--- config.mk ---
export PLATFORM = sky130hd
export DESIGN_NAME = jk_bank_sequencer
export DESIGN_NICKNAME = d
export VERILOG_FILES = /design/src/rtl/jk_bank_sequencer.sv
export SDC_FILE = /design/constraint.sdc
export NUM_CORES = 1
export LEC_CHECK = 0
export CAP_MARGIN = 20
export CORE_MARGIN = 8
export CORE_UTILIZATION = 29
export CTS_BUF_LIST = sky130_fd_sc_hd__clkbuf_8 sky130_fd_sc_hd__clkbuf_16
export CTS_CLUSTER_SIZE = 12
export DETAILED_ROUTE_END_ITERATION = 8
export PLACE_DENSITY_LB_ADDON = 0.3
export SLEW_MARGIN = 20
export SYNTH_ARGS = -nofsm -noshare
export SYNTH_HDL_FRONTEND = slang
export SYNTH_SLANG_ARGS = --single-unit
--- constraint.sdc ---
create_clock -name Clk -period 2.34 [get_ports Clk]
set_input_delay 0.351 -clock Clk [delete_from_list [all_inputs] [get_ports Clk]]
set_output_delay 0.351 -clock Clk [all_outputs]
set_load 0.005 [all_outputs]
--- src/rtl/jk_bank_sequencer.sv ---
// jk_bank_sequencer: command-driven controller for an external bank of WIDTH JK flip-flops.
// Accepts one command per valid/ready handshake and drives per-bit J/K lines,
// using the bank's Q outputs as feedback for clear/set/load/toggle/count/rotate.
// Optional build macro JK_SAT_EN: UP/DOWN hold at all-ones/zero instead of wrapping.
module jk_bank_sequencer #(
  parameter int unsigned WIDTH = 4,
  parameter int unsigned CNT_W = 8
) (
  input  logic             Clk,
  input  logic             Rst,
  input  logic             cmd_valid,
  output logic             cmd_ready,
  input  logic [2:0]       cmd_op,
  input  logic [WIDTH-1:0] cmd_data,
  input  logic [CNT_W-1:0] cmd_count,
  input  logic [WIDTH-1:0] Q,
  output logic [WIDTH-1:0] J,
  output logic [WIDTH-1:0] K,
  output logic             busy,
  output logic             done
);

  localparam int unsigned OP_W = 3;

  typedef enum logic [1:0] {
    ST_IDLE = 2'd0,
    ST_EXEC = 2'd1,
    ST_DONE = 2'd2
  } state_t;

  typedef enum logic [OP_W-1:0] {
    OP_NOP    = 3'b000,
    OP_CLEAR  = 3'b001,
    OP_SET    = 3'b010,
    OP_LOAD   = 3'b011,
    OP_TOGGLE = 3'b100,
    OP_UP     = 3'b101,
    OP_DOWN   = 3'b110,
    OP_ROTL   = 3'b111
  } op_t;

  state_t           state_q, state_d;
  op_t              op_q, op_d;
  logic [WIDTH-1:0] data_q, data_d;
  logic [CNT_W-1:0] rem_q, rem_d;
  logic             ready_q, ready_d;
  logic             busy_q, busy_d;
  logic             done_q, done_d;

  logic [WIDTH-1:0] up_t;
  logic [WIDTH-1:0] dn_t;
  logic [WIDTH-1:0] rot;
  logic             hold_c;

  assign cmd_ready = ready_q;
  assign busy      = busy_q;
  assign done      = done_q;

  // Next-state, command latch and remaining-step bookkeeping
  always_comb begin
    state_d = state_q;
    op_d    = op_q;
    data_d  = data_q;
    rem_d   = rem_q;
    unique case (state_q)
      ST_IDLE: begin
        if (cmd_valid && ready_q) begin
          op_d   = op_t'(cmd_op);
          data_d = cmd_data;
          unique case (op_t'(cmd_op))
            OP_NOP: begin
              rem_d   = CNT_W'(0);
              state_d = ST_DONE;
            end
            OP_CLEAR, OP_SET, OP_LOAD, OP_TOGGLE: begin
              rem_d   = CNT_W'(1);
              state_d = ST_EXEC;
            end
            default: begin
              rem_d   = cmd_count;
              state_d = (cmd_count == CNT_W'(0)) ? ST_DONE : ST_EXEC;
            end
          endcase
        end
      end
      ST_EXEC: begin
        rem_d = rem_q - CNT_W'(1);
        if (rem_q == CNT_W'(1)) begin
          state_d = ST_DONE;
        end
      end
      ST_DONE: begin
        state_d = ST_IDLE;
      end
      default: begin
        state_d = ST_IDLE;
      end
    endcase
    ready_d = (state_d == ST_IDLE);
    busy_d  = (state_d != ST_IDLE);
    done_d  = (state_d == ST_DONE);
  end

  // State, latched command and registered status outputs
  always_ff @(posedge Clk or posedge Rst) begin
    if (Rst) begin
      state_q <= ST_IDLE;
      op_q    <= OP_NOP;
      data_q  <= '0;
      rem_q   <= '0;
      ready_q <= 1'b1;
      busy_q  <= 1'b0;
      done_q  <= 1'b0;
    end else begin
      state_q <= state_d;
      op_q    <= op_d;
      data_q  <= data_d;
      rem_q   <= rem_d;
      ready_q <= ready_d;
      busy_q  <= busy_d;
      done_q  <= done_d;
    end
  end

  // Per-bit toggle enables for counting: bit i toggles when all lower bits are 1 (up) or 0 (down)
  always_comb begin
    up_t    = '0;
    dn_t    = '0;
    up_t[0] = 1'b1;
    dn_t[0] = 1'b1;
    for (int i = 1; i < int'(WIDTH); i++) begin
      up_t[i] = up_t[i-1] & Q[i-1];
      dn_t[i] = dn_t[i-1] & ~Q[i-1];
    end
    rot = {Q[WIDTH-2:0], Q[WIDTH-1]};
  end

  // Saturation hold at the count limits (only in the saturating build)
  always_comb begin
    hold_c = 1'b0;
`ifdef JK_SAT_EN
    if ((op_q == OP_UP) && (&Q)) begin
      hold_c = 1'b1;
    end
    if ((op_q == OP_DOWN) && (~|Q)) begin
      hold_c = 1'b1;
    end
`else
    hold_c = 1'b0;
`endif
  end

  // J/K drive: live from latched op/data and current Q while executing, idle low otherwise
  always_comb begin
    J = '0;
    K = '0;
    if ((state_q == ST_EXEC) && !hold_c) begin
      unique case (op_q)
        OP_CLEAR: begin
          J = '0;
          K = '1;
        end
        OP_SET: begin
          J = '1;
          K = '0;
        end
        OP_LOAD: begin
          J = data_q;
          K = ~data_q;
        end
        OP_TOGGLE: begin
          J = data_q;
          K = data_q;
        end
        OP_UP: begin
          J = up_t;
          K = up_t;
        end
        OP_DOWN: begin
          J = dn_t;
          K = dn_t;
        end
        OP_ROTL: begin
          J = rot;
          K = ~rot;
        end
        default: begin
          J = '0;
          K = '0;
        end
      endcase
    end
  end

endmodule

==> Word-level counts from Yosys, hierarchy flattened <==
Index checks and enable logic that the tools add are counted.
{ "totals": {"in_bits": 22, "output_inout_bits": 11, "ff_bits": 20, "wordCells": 55} }
{ "op_classes": {"add_sub_neg": 1, "muxes": 12, "bitwise": 9, "n_reduce_logical": 11, "eq_ne": 15} }
{ "op_table": {"columns": ["op", "n"], "rows": [
  ["$pmux W8 S2", 2],
  ["$pmux W4 S6", 1],
  ["$pmux W4 S5", 1],
  ["$eq A3 B3 Y1 const B", 5],
  ["$eq A3 B2 Y1 const B", 4],
  ["$eq A8 B1 Y1 const B", 1],
  ["$logic_not A8 Y1", 1],
  ["$mux W4", 2],
  ["$mux W8", 1],
  ["$not A4 Y4", 2],
  ["$pmux W2 S2", 2],
  ["$sub A8 B1 Y8 const B", 1],
  ["$eq A3 B1 Y1 const B", 2],
  ["$mux W2", 3],
  ["$and A1 B1 Y1", 4],
  ["$logic_not A2 Y1", 2],
  ["$reduce_and A2 Y1", 2],
  ["$reduce_bool A2 Y1", 2],
  ["$reduce_or A4 Y1", 1],
  ["$logic_not A3 Y1", 1],
  ["$not A1 Y1", 3],
  ["$eq A2 B1 Y1 const B", 1],
  ["$eq A2 B2 Y1 const B", 1],
  ["$ne A2 B2 Y1 const B", 1],
  ["other kinds (2)", 2]
]} }

==> Depth between registers and ports, before layout <==
Gate-level depths: netlist of the first run.
{ "logic_depth": {"word_depth": 6, "ltp_mapped": 6, "ltp_nobuf": 6} }

==> Worst setup path before layout of the first run <==
Ideal clock, no wire load.
{ "synth_path": {"path_kind": "reg-to-reg", "from": "register rem_q[0]", "to": "register rem_q[6]", "synth_period_minus_slack_ns": 1.570, "stages_incl_launch_ff": 7, "t_required_ns": 2.244, "path_buffers": 0, "slack_ns": 0.770, "arrival_time_ns": 1.474, "setup_time_ns": 0.096, "path_cell_list": "dfrtp_1 -> inv_1 -> ha_1 -> or3b_4 -> o31ai_4 -> a21oi_2 -> a311oi_2"} }
{ "synth_between": {"elab_chain_len": 2} }
{ "synth_lines": {"columns": ["element", "line", "source"], "rows": [
  ["start: declaration", "45", "logic [CNT_W-1:0] rem_q, rem_d;"],
  ["start signal: assignment", "118", "rem_q <= rem_d;"],
  ["$sub A8 B1 Y8", "87", "rem_d = rem_q - CNT_W'(1);"],
  ["$pmux W8 S2", "65", "unique case (state_q)"]
]} }
No other way between the ends.
A chain may end at the register's enable or synchronous reset.

==> Worst setup path after layout of the first run <==
{ "layout_path": {"from": "register op_q[1]", "to": "output port K[1]"} }
{ "layout_between": {"elab_chain_len": 3, "elab_cells_between_ends": 8, "classes_between": "eq/ne (6); mux (2)"} }
{ "layout_lines": {"columns": ["element", "line", "source"], "rows": [
  ["start: declaration", "43", "op_t op_q, op_d;"],
  ["start signal: assignment", "116", "op_q <= op_d;"],
  ["$eq A3 B3 Y1, or another cell as far along", "158", "unique case (op_q)"],
  ["$pmux W4 S6 (*)", "158", null],
  ["$mux W4 (*)", "157", "if ((state_q == ST_EXEC) && !hold_c) begin"],
  ["end: declaration", "18", "output logic [WIDTH-1:0] K,"]
]} }
Every way passes the cells marked *; elsewhere a longest branch is shown, timed or not.

==> metrics.md, run 1 <==
| Metric | Value |
|---|---|
| Gate Count Post-Synth | `between 150 and 200` |
| Maximum vdd drop | `0.321 mV` |
| Die H | `between 80 and 90 um` |
| CTS Buffer Depth | `2` |
| Clock skew | `a little under 7 ps` |
| Drt total wl | `approximately 3600 um` |
| Slew margin rel. | `0.771` |
| Port Buffers | `32` |
| H-tree lvl count | `1` |
| R2R depth | `6` |
| Post-detail-place hpwl | `approximately 2700 um` |
| Asr flop ratio synth | `1.00` |
| DRC viols | `0` |
| Clock buffer count from CTS | `3` |
| # rows | `24` |
| Largest net degree at the start of global routing | `21` |
| EDFF count, synth | `0` |
| Nets@finish | `between 200 and 250` |
| Antenna viol nets, final | `0` |
| Die width | `roughly 84 um` |
| Final period util | `0.956` |
| Compound-gate portion of the synthesized area | `0.283` |
| Area of the mapped netlist | `1350 sq um` |
| Critical Path End Type | `output port` |
| CTS Root Cell | `clkbuf_8` |
| Share of cells above drive strength 1 | `0.174` |
| Final Max Slew Viols | `0` |
| Worst Path Arrival | `about 1900 ps` |
| Maxcap violations | `0` |
| Setup crit start kind | `flop` |
| CP max FO | `14` |
| Peak Freq | `~0.45 GHz` |
| Main combinational cell family by area after synthesis | `compound AO/OA/AOI/OAI gates` |
| RR Startpoint | `rem_q[0]` |
| Hold WC Path Type | `primary input to asynchronous set/reset pin` |
| LEAKAGE | `roughly 0.79 nW` |
| Worst path slowest cell | `clkdlybuf4s50_1` |
| Aggregate global routing overflow | `0` |
| Via count | `~1.3k` |
| Initial DRC Count | `48` |
| GRT Total Usage | `0.103` |
| Flip-flop and latch area | `between 500 and 600 sq um` |
| Multi-input logic area | `between 700 and 800 sq um` |
| Status | `finished, final reports clean` |
| Initial Utilization | `0.305` |
| Critical Path Max Stage Delay | `between 500 and 600 ps` |
| Grt met2 use | `0.159` |
| Hold Fails Final Rpt | `0` |
| Yosys warns | `0` |
| DRT Pass-1 Iters | `5` |
| Met1 GRT Util | `0.135` |
| Final Util | `0.419` |
| Synth-to-layout area growth | `37.5%` |
| Vias/cell | `around 5.2` |
| Top FF cell, synth | `dfrtp_1` |
| Initial antenna violation count | `0` |
| Count of cell types in the netlist | `45` |
| CTS tree | `done` |
| Worst-skew pair later-pin latency | `about 260 ps` |
| Seq/Total Area, Yosys | `0.373` |
| Synth Area in Simple Gates | `0.249` |
| Setup violators final | `0` |
| Place WS | `around 24 ps` |
| P per Cell Area | `roughly 1100 nW/um^2` |
| Dpl cell area | `roughly 1800 sq um` |
| Die area | `slightly above 7000 sq um` |
| Mean Syn Cell Area | `8.31 sq um` |
| Met3 GRT Util | `0.0300` |
| Worst r2r dst | `rem_q[6]` |
| Clock Sink Count | `20` |
| Crit path time final | `about 2200 ps` |
| Worst hold slack | `just over 400 ps` |
| Fill count | `441` |
| Worst-margin pin slew | `approximately 340 ps` |
| Multiplexer share of the synthesized area | `0.00743` |
| CTS clk-pin slew, worst paths | `80 ps` |
| Tot Pwr | `0.00205 W` |
| Most crowded layer after global routing | `met2` |
| Vias in the first global route | `1263` |
| First-pass GRT wire length | `between 6000 and 7000 um` |
| Crit-path cells | `buf_4 -> nand2_1 -> o21ai_0 -> a211oi_1 -> clkdlybuf4s50_1` |
| IO Count | `33` |
| R2R Setup Slk | `a little under 700 ps` |
| Final Cell Area | `approximately 1900 sq um` |
| Register bit total from synthesis | `20` |
| Drt wl/cell | `roughly 14 um` |
| Worst Slack Setup Final | `roughly 100 ps` |
| RD Place Congestion | `around 0.82` |
| CORE AREA | `roughly 4400 sq um` |
| CP Class | `flop to output port` |
| Antenna diode instance count | `0` |
| Syn_nets | `186` |
| Adder-Cell Fraction of Synth Area | `0.0186` |
| Post-synthesis xor/xnor area fraction | `0` |
| Worst EP required | `just under 2000 ps` |
| CTS Hold Bufs | `0` |
## cells in the final DEF (no fill, tap or decap), drive strengths merged, types with 3 or more instances in the layout
| master | instances |
|---|---|
| a211oi | 5 |
| a21oi | 14 |
| a311oi | 4 |
| a31oi | 5 |
| buf | 14 |
| clkbuf | 4 |
| clkdlybuf4s50 | 28 |
| dfrtp | 19 |
| dlymetal6s2s | 3 |
| inv | 6 |
| nand2 | 30 |
| nand3 | 6 |
| nor2 | 12 |
| nor2b | 4 |
| nor3 | 5 |
| o21ai | 12 |
| o22ai | 3 |
## cells in the mapped netlist (2+ instances only)
cell | number | area [sq um]
nand2b_1 | 2 | 12.5
o21ai_0 | 12 | 60.1
buf_1 | 3 | 11.3
inv_1 | 5 | 18.8
nor2b_1 | 3 | 18.8
o22ai_1 | 3 | 18.8
a31oi_1 | 5 | 31.3
nor2_1 | 11 | 41.3
a211oi_1 | 5 | 37.5
nand2_1 | 30 | 113
nand3_1 | 6 | 30.0
nor3_1 | 5 | 25.0
dfrtp_1 | 19 | 475
o211ai_1 | 2 | 15.0
buf_2 | 5 | 25.0
a21oi_1 | 13 | 65.1
ha_1 | 2 | 25.0
a22oi_1 | 2 | 15.0
a311oi_1 | 3 | 26.3
## worst max-delay path, delay by kind of cell, from the launching register on
family / cells / cell delay [ps]
compound gates: 2 / 330
buf+inv: 2 / 730
flops: 1 / 500
simple gates: 1 / 70
## state kept, by name, summed over array words and instances, names as in the netlist
register and count:
busy 1, cmd_ready 1, data_q 4, done 1, op_q 3, rem_q 8, state_q 2
## area by class of cell
| cell class | count | share of cell area |
|---|---|---|
| tap | 52 | 0.0352 |
| sequential | 20 | 0.273 |
| multi-input combinational | 125 | 0.415 |
| timing repair buffer | 46 | 0.233 |
| inverter | 6 | 0.0135 |
| clock buffer | 4 | 0.0297 |
## how the worst max path moves through the flow
| stage | from | endpoint | cells after the start |
|---|---|---|---|
| 3_5_place_dp | Q[1] | J[3] | 5 |
| 5_1_grt | op_q[1] | J[1] | 5 |
| 2_1_floorplan | rem_q[0] | rem_q[6] | 6 |
| 6_report | op_q[1] | K[1] | 5 |
| 3_3_place_gp | Q[1] | J[3] | 5 |
| 4_1_cts | op_q[0] | J[3] | 6 |
## where the power goes
part | switching [W] | leakage (nW) | internal, W | total, W
clock | 0.000117 | 0.0288 | 0.000150 | 0.000266
combinational | 0.000495 | 0.528 | 0.000586 | 0.00108
sequential | 0.000205 | 0.230 | 0.000496 | 0.000701
## what timing repair did
item / 4_1_cts / 5_1_grt
pin swaps: 0 / 1
setup endpoints to repair: 3 / 3
hold endpoints to repair: 0 / 0
resized for setup: 5 / 6
setup buffers: 0 / 3
## cells by family after synthesis
kind of cell    after synthesis
compound gates               55
fa+ha+maj                     2
buf+inv                      17
flops                        20
mux                           1
simple gates                 67
## stage by stage
| step | instances | TNS, ps |
|---|---|---|
| after floorplan | 162 | 0 |
| after global placement | 246 | 0 |
| after detailed placement | 246 | 0 |
| after CTS | 250 | 0 |
| after global routing | 253 | -2.68 |
| final | 253 | 0 |
## routing by layer
layer,up-vias,wire length [um]
met3,2,191
met5,-,0
met4,0,34
li1,668,-
met2,35,1640
met1,619,1760
(Power assumes the default switching activity.)
==> run 2, diff against run 1 <==
Settings changed: CORE_MARGIN 8 to 10, DONT_BUFFER_PORTS from default to 1, PLACE_DENSITY from default to 0.4, PLACE_DENSITY_LB_ADDON 0.3 to default.
==> run 2 against run 1 <==
Design area fell by 22%. Non-clock buffer count shrank 43. Global-route usage fell by 0.47 points. Count of clock-buffer cells in the layout shrank 1. Critical path type unchanged. Critical endpoint is now J[1]. Largest power group is now sequential cells.
==> metrics.md, run 2 (synthesis gave the netlist of run 1 again) <==
| Metric | Value |
|---|---|
| Status | `finished, final reports clean` |
| Worst hold slack | `around 120 ps` |
| First-pass GRT wire length | `about 6000 um` |
| Synth-to-layout area growth | `7.81%` |
| Unrepaired setup endpoints after global routing | `no` |
| CP max FO | `20` |
| Maxcap violations | `0` |
| RD Place Congestion | `roughly 0.78` |
| Critical Path End Type | `output port` |
| Die width | `approximately 90 um` |
| Initial Utilization | `0.305` |
| Worst-skew pair later-pin latency | `between 200 and 300 ps` |
| Worst-margin pin slew | `799 ps` |
| R2R Setup Slk | `540 ps` |
| Aggregate global routing overflow | `0` |
| Largest net degree at the start of global routing | `21` |
| IO Count | `33` |
| CP Class | `flop to output port` |
| Vias/cell | `about 5.6` |
| CTS Hold Bufs | `0` |
| Clock skew | `~2.3 ps` |
| Tot Pwr | `0.00180 W` |
| Drt total wl | `between 3000 and 4000 um` |
| Clock buffer count from CTS | `3` |
| Vias in the first global route | `approximately 1.2k` |
| Via count | `between 1k and 1.5k` |
| Slew margin rel. | `0.467` |
| Largest registers in the final layout | `rem_q: 8 flops, data_q: 4 flops, op_q: 3 flops` |
| DRC viols | `0` |
| GRT Total Usage | `0.0981` |
| P per Cell Area | `1240 nW/um^2` |
| CORE AREA | `approximately 4400 sq um` |
| Critical Path Max Stage Delay | `between 700 and 800 ps` |
| Peak Freq | `slightly below 0.5 GHz` |
| CTS Root Cell | `clkbuf_8` |
| R2R depth | `5` |
| Hold Fails Final Rpt | `0` |
| Die area | `7770 sq um` |
| Setup TNS | `0 ps` |
| Maximum vdd drop | `around 0.33 mV` |
| Worst EP required | `roughly 2000 ps` |
| Initial DRC Count | `70` |
| H-tree lvl count | `1` |
| Worst Path Arrival | `1720 ps` |
| Crit path time final | `a little over 2000 ps` |
| Clock Sink Count | `20` |
| Number of flip-flops in the largest register | `8` |
| Setup violators final | `0` |
| Share of cells above drive strength 1 | `0.114` |
| Worst r2r dst | `rem_q[6]` |
| Final period util | `0.884` |
| Post-detail-place hpwl | `2820 um` |
| # rows | `24` |
| Most flops, register | `rem_q` |
| Commonest non-fill, non-tap cells in the layout | `nand2_1 (30), dfrtp_1 (19), a21oi_1 (13)` |
| CTS tree | `done` |
| LEAKAGE | `0.579 nW` |
| Commonest non-fill, non-tap cell in the layout | `nand2_1` |
| Crit-path cells | `nor2_1 -> a21oi_1 -> nor2_1 -> a211oi_1` |
| Most common cell on crit path | `nor2_1` |
| Hold WC Path Type | `primary input to asynchronous set/reset pin` |
| Initial antenna violation count | `0` |
| Die H | `~90 um` |
| Nets@finish | `about 180` |
| DRT Pass-1 Iters | `4` |
| # resized after CTS | `0` |
| CTS clk-pin slew, worst paths | `around 80 ps` |
| CTS Buffer Depth | `2` |
| Worst path slowest cell | `dfrtp_1` |
| Fill count | `around 470` |
| Setup crit start kind | `flop` |
| Antenna viol nets, final | `0` |
| Antenna diode instance count | `0` |
| Port Buffers | `0` |
| Final Max Slew Viols | `0` |
| RR Startpoint | `cmd_ready` |
| Drt wl/cell | `between 15 and 20 um` |
| Post-CTS Setup Bufs | `0` |
run 2: critical path: cells and delay by family, from the launching register on:
kind	cells	cell delay (ps)
simple gates	2	270
compound gates	2	470
flops	1	720
run 2: how the worst max path moves through the flow:
stage / from / to / slack [ps] / depth (start not counted)
after CTS: op_q[0] / J[1] / 220 / 4
after global placement: op_q[0] / J[1] / 560 / 4
after detailed placement: op_q[0] / J[1] / 520 / 4
after floorplan: rem_q[0] / rem_q[6] / 770 / 6
final: op_q[0] / J[1] / 270 / 4
after global routing: op_q[0] / J[1] / 50 / 4
run 2: final cells by class:
type                    count  area (sq um)  area share
multi-input cells         125           766       0.528
flip-flops and latches     20           502       0.346
well taps                  52          65.1      0.0448
clock buffers               3          41.3      0.0284
clock inverters             1          30.0      0.0207
inverters                   6          25.0      0.0172
repair buffers              3          22.5      0.0155
run 2: per-stage QoR:
| step | cell area [sq um] | instances | worst slack (ps) | util |
|---|---|---|---|---|
| 4_1_cts | 1450 | 210 | 223 | 0.329 |
| 6_report | 1450 | 210 | 272 | 0.329 |
| 5_1_grt | 1450 | 210 | 45.2 | 0.329 |
| 3_5_place_dp | 1380 | 206 | 520 | 0.313 |
| 2_1_floorplan | 1350 | 162 | 770 | - |
| 3_3_place_gp | 1380 | 206 | 555 | 0.313 |
run 2: power by group:
part	internal [W]	switching, W
sequential	0.000490	0.000258
clock	0.000228	0.000122
combinational	0.000318	0.000385
run 2: metal layers:
| metal | vias to the layer above | GRT usage | wire (um) |
|---|---|---|---|
| met1 | 559 | 0.103 | 1460 |
| met4 | 0 | 0.0342 | 21 |
| met5 | - | 0 | 0 |
| li1 | 583 | - | - |
| met2 | 29 | 0.175 | 1840 |
| met3 | 2 | 0.0371 | 358 |
==> run 3, diff against run 2 <==
Settings changed: CELL_PAD_IN_SITES_DETAIL_PLACEMENT from default to 1, CELL_PAD_IN_SITES_GLOBAL_PLACEMENT from default to 1, PLACE_DENSITY 0.4 to 0.51.
==> run 3 against run 2 <==
Worst hold slack got worse by 3.7 ps. Die area unchanged. Count of clock-buffer cells in the layout is 1 higher. Design area fell by 0.60%. First-iteration DRC count increased by 2.9%. Total power down 2.8%. Non-clock buffer count is 1 higher. Sequential share of layout area rose by 0.21 points. Critical path depth is the same.
==> metrics.md, run 3 (synthesis gave the netlist of run 1 again) <==
| Metric | Value |
|---|---|
| Placed Instances | `between 200 and 250` |
| # resized after CTS | `0` |
| Largest net degree at the start of global routing | `21` |
| Met3 wire len | `approximately 310 um` |
| Hold Fails Final Rpt | `0` |
| Critical Path Max Stage Delay | `~750 ps` |
| CP max FO | `20` |
| Post-detail-place hpwl | `about 3200 um` |
| Die H | `slightly below 90 um` |
| Aggregate global routing overflow | `0` |
| Top Metal Used | `met4` |
| Antenna diode instance count | `0` |
| Die width | `88.1 um` |
| Port Buffers | `0` |
| Buffers & Inverters on Critical Path | `0` |
| Share of cells above drive strength 1 | `0.119` |
| CTS tree | `done` |
| Clock skew | `between 6 and 7 ps` |
| DRT Pass-1 Iters | `4` |
| RD Place Congestion | `around 0.83` |
| Setup violators final | `0` |
| Die area | `around 8000 sq um` |
| Worst Path Arrival | `between 1500 and 2000 ps` |
| Crit path time final | `2120 ps` |
| IO Count | `33` |
| Nets@finish | `~180` |
| Worst path slowest cell | `dfrtp_1` |
| Unrepaired setup endpoints after global routing | `no` |
| GRT Total Usage | `0.108` |
| LEAKAGE | `0.577 nW` |
| Vias in the first global route | `roughly 1.2k` |
| RR Startpoint | `cmd_ready` |
| Tot Pwr | `around 0.0018 W` |
| Crit-path cells | `nor2_1 -> a21oi_1 -> nor2_1 -> a211oi_1` |
| Via count | `around 1.2k` |
| Met2 wire len | `1730 um` |
| Worst EP required | `between 1500 and 2000 ps` |
| Vias/cell | `5.64` |
| Final Max Slew Viols | `0` |
| Drt total wl | `between 3000 and 4000 um` |
| Critical Path End Type | `output port` |
| CTS Hold Bufs | `0` |
| M1 WL | `1920 um` |
| Slew margin rel. | `0.482` |
| Post-CTS Setup Bufs | `0` |
| Number of flip-flops in the largest register | `8` |
| Hold WC Path Type | `primary input to asynchronous set/reset pin` |
| # rows | `24` |
| Worst-skew pair later-pin latency | `between 200 and 300 ps` |
| Initial antenna violation count | `0` |
| CORE AREA | `4410 sq um` |
| CTS Root Cell | `clkbuf_8` |
| Largest registers in the final layout | `rem_q: 8 flops, data_q: 4 flops, op_q: 3 flops` |
| Clock buffer count from CTS | `3` |
| R2R Setup Slk | `540 ps` |
| Peak Freq | `0.472 GHz` |
| Initial Utilization | `0.305` |
| Initial DRC Count | `a little over 70` |
| R2R depth | `5` |
| Clock Sink Count | `20` |
| Status | `finished, final reports clean` |
| Antenna viol nets, final | `0` |
| Non-filler cells, final | `~210` |
| Commonest non-fill, non-tap cells in the layout | `nand2_1 (30), dfrtp_1 (19), a21oi_1 (13)` |
| Most flops, register | `rem_q` |
| Worst-margin pin slew | `approximately 780 ps` |
| H-tree lvl count | `1` |
| Drt wl/cell | `about 19 um` |
| CP Class | `flop to output port` |
| Setup TNS | `0 ps` |
| Commonest non-fill, non-tap cell in the layout | `nand2_1` |
| Synth-to-layout area growth | `7.16%` |
| Most common cell on crit path | `nor2_1` |
| Maximum vdd drop | `0.346 mV` |
| Worst path top cell family by delay | `flip-flops` |
| Maxcap violations | `0` |
| First-pass GRT wire length | `about 6600 um` |
| Worst r2r dst | `rem_q[2]` |
| CTS Buffer Depth | `2` |
| Setup crit start kind | `flop` |
| CTS clk-pin slew, worst paths | `about 80 ps` |
| Final period util | `0.906` |
| P per Cell Area | `~1200 nW/um^2` |
| DRC viols | `0` |
run 3: changes by cell type in the layout (fill, tap and decap cells not counted):
cell       change
buf_4          +1
bufinv_16      -1
clkbuf_8       +1
run 3: how the worst max path moves through the flow:
stage | startpoint | endpoint | slack (ps) | depth (start not counted)
floorplan | rem_q[0] | rem_q[6] | 770 | 6
global placement | op_q[0] | J[1] | 580 | 4
detailed placement | op_q[0] | J[1] | 470 | 4
CTS | op_q[0] | J[1] | 190 | 4
global route | op_q[0] | J[1] | 5 | 4
finish | op_q[0] | J[1] | 220 | 4
run 3: worst register-to-register path: stages (launching register included):
cell and delay, ps:
dfstp_2 560, nor4bb_4 660, nor2_4 100, inv_4 110, a21oi_1 60, a311oi_1 220
run 3: layer usage:
metal / track usage / vias to the layer above
met5: 0 / -
met4: 0.0171 / 0
met3: 0.0464 / 4
met2: 0.158 / 22
met1: 0.145 / 581
li1: - / 583
run 3: final cells by class:
cell class                 count  area, sq um
tap                           52         65.1
fill                         534         2970
sequential                    20          502
timing repair buffer           4         30.0
multi-input combinational    125          766
inverter                       6         25.0
clock buffer                   4         55.1
run 3: per-stage QoR:
step / cell area [sq um] / util / setup slack (ps) / hold WS, ps
2_1_floorplan: 1350 / - / 770 / 314
3_3_place_gp: 1390 / 0.314 / 581 / 446
3_5_place_dp: 1390 / 0.314 / 472 / 448
4_1_cts: 1440 / 0.327 / 186 / 163
5_1_grt: 1440 / 0.327 / 4.81 / 185
6_report: 1440 / 0.327 / 220 / 121
run 3: power by group:
part | internal, W | total (W) | switching (W)
sequential | 0.000490 | 0.000730 | 0.000239
clock | 0.000150 | 0.000261 | 0.000112
combinational | 0.000328 | 0.000759 | 0.000432
total | 0.000968 | 0.00175 | 0.000782
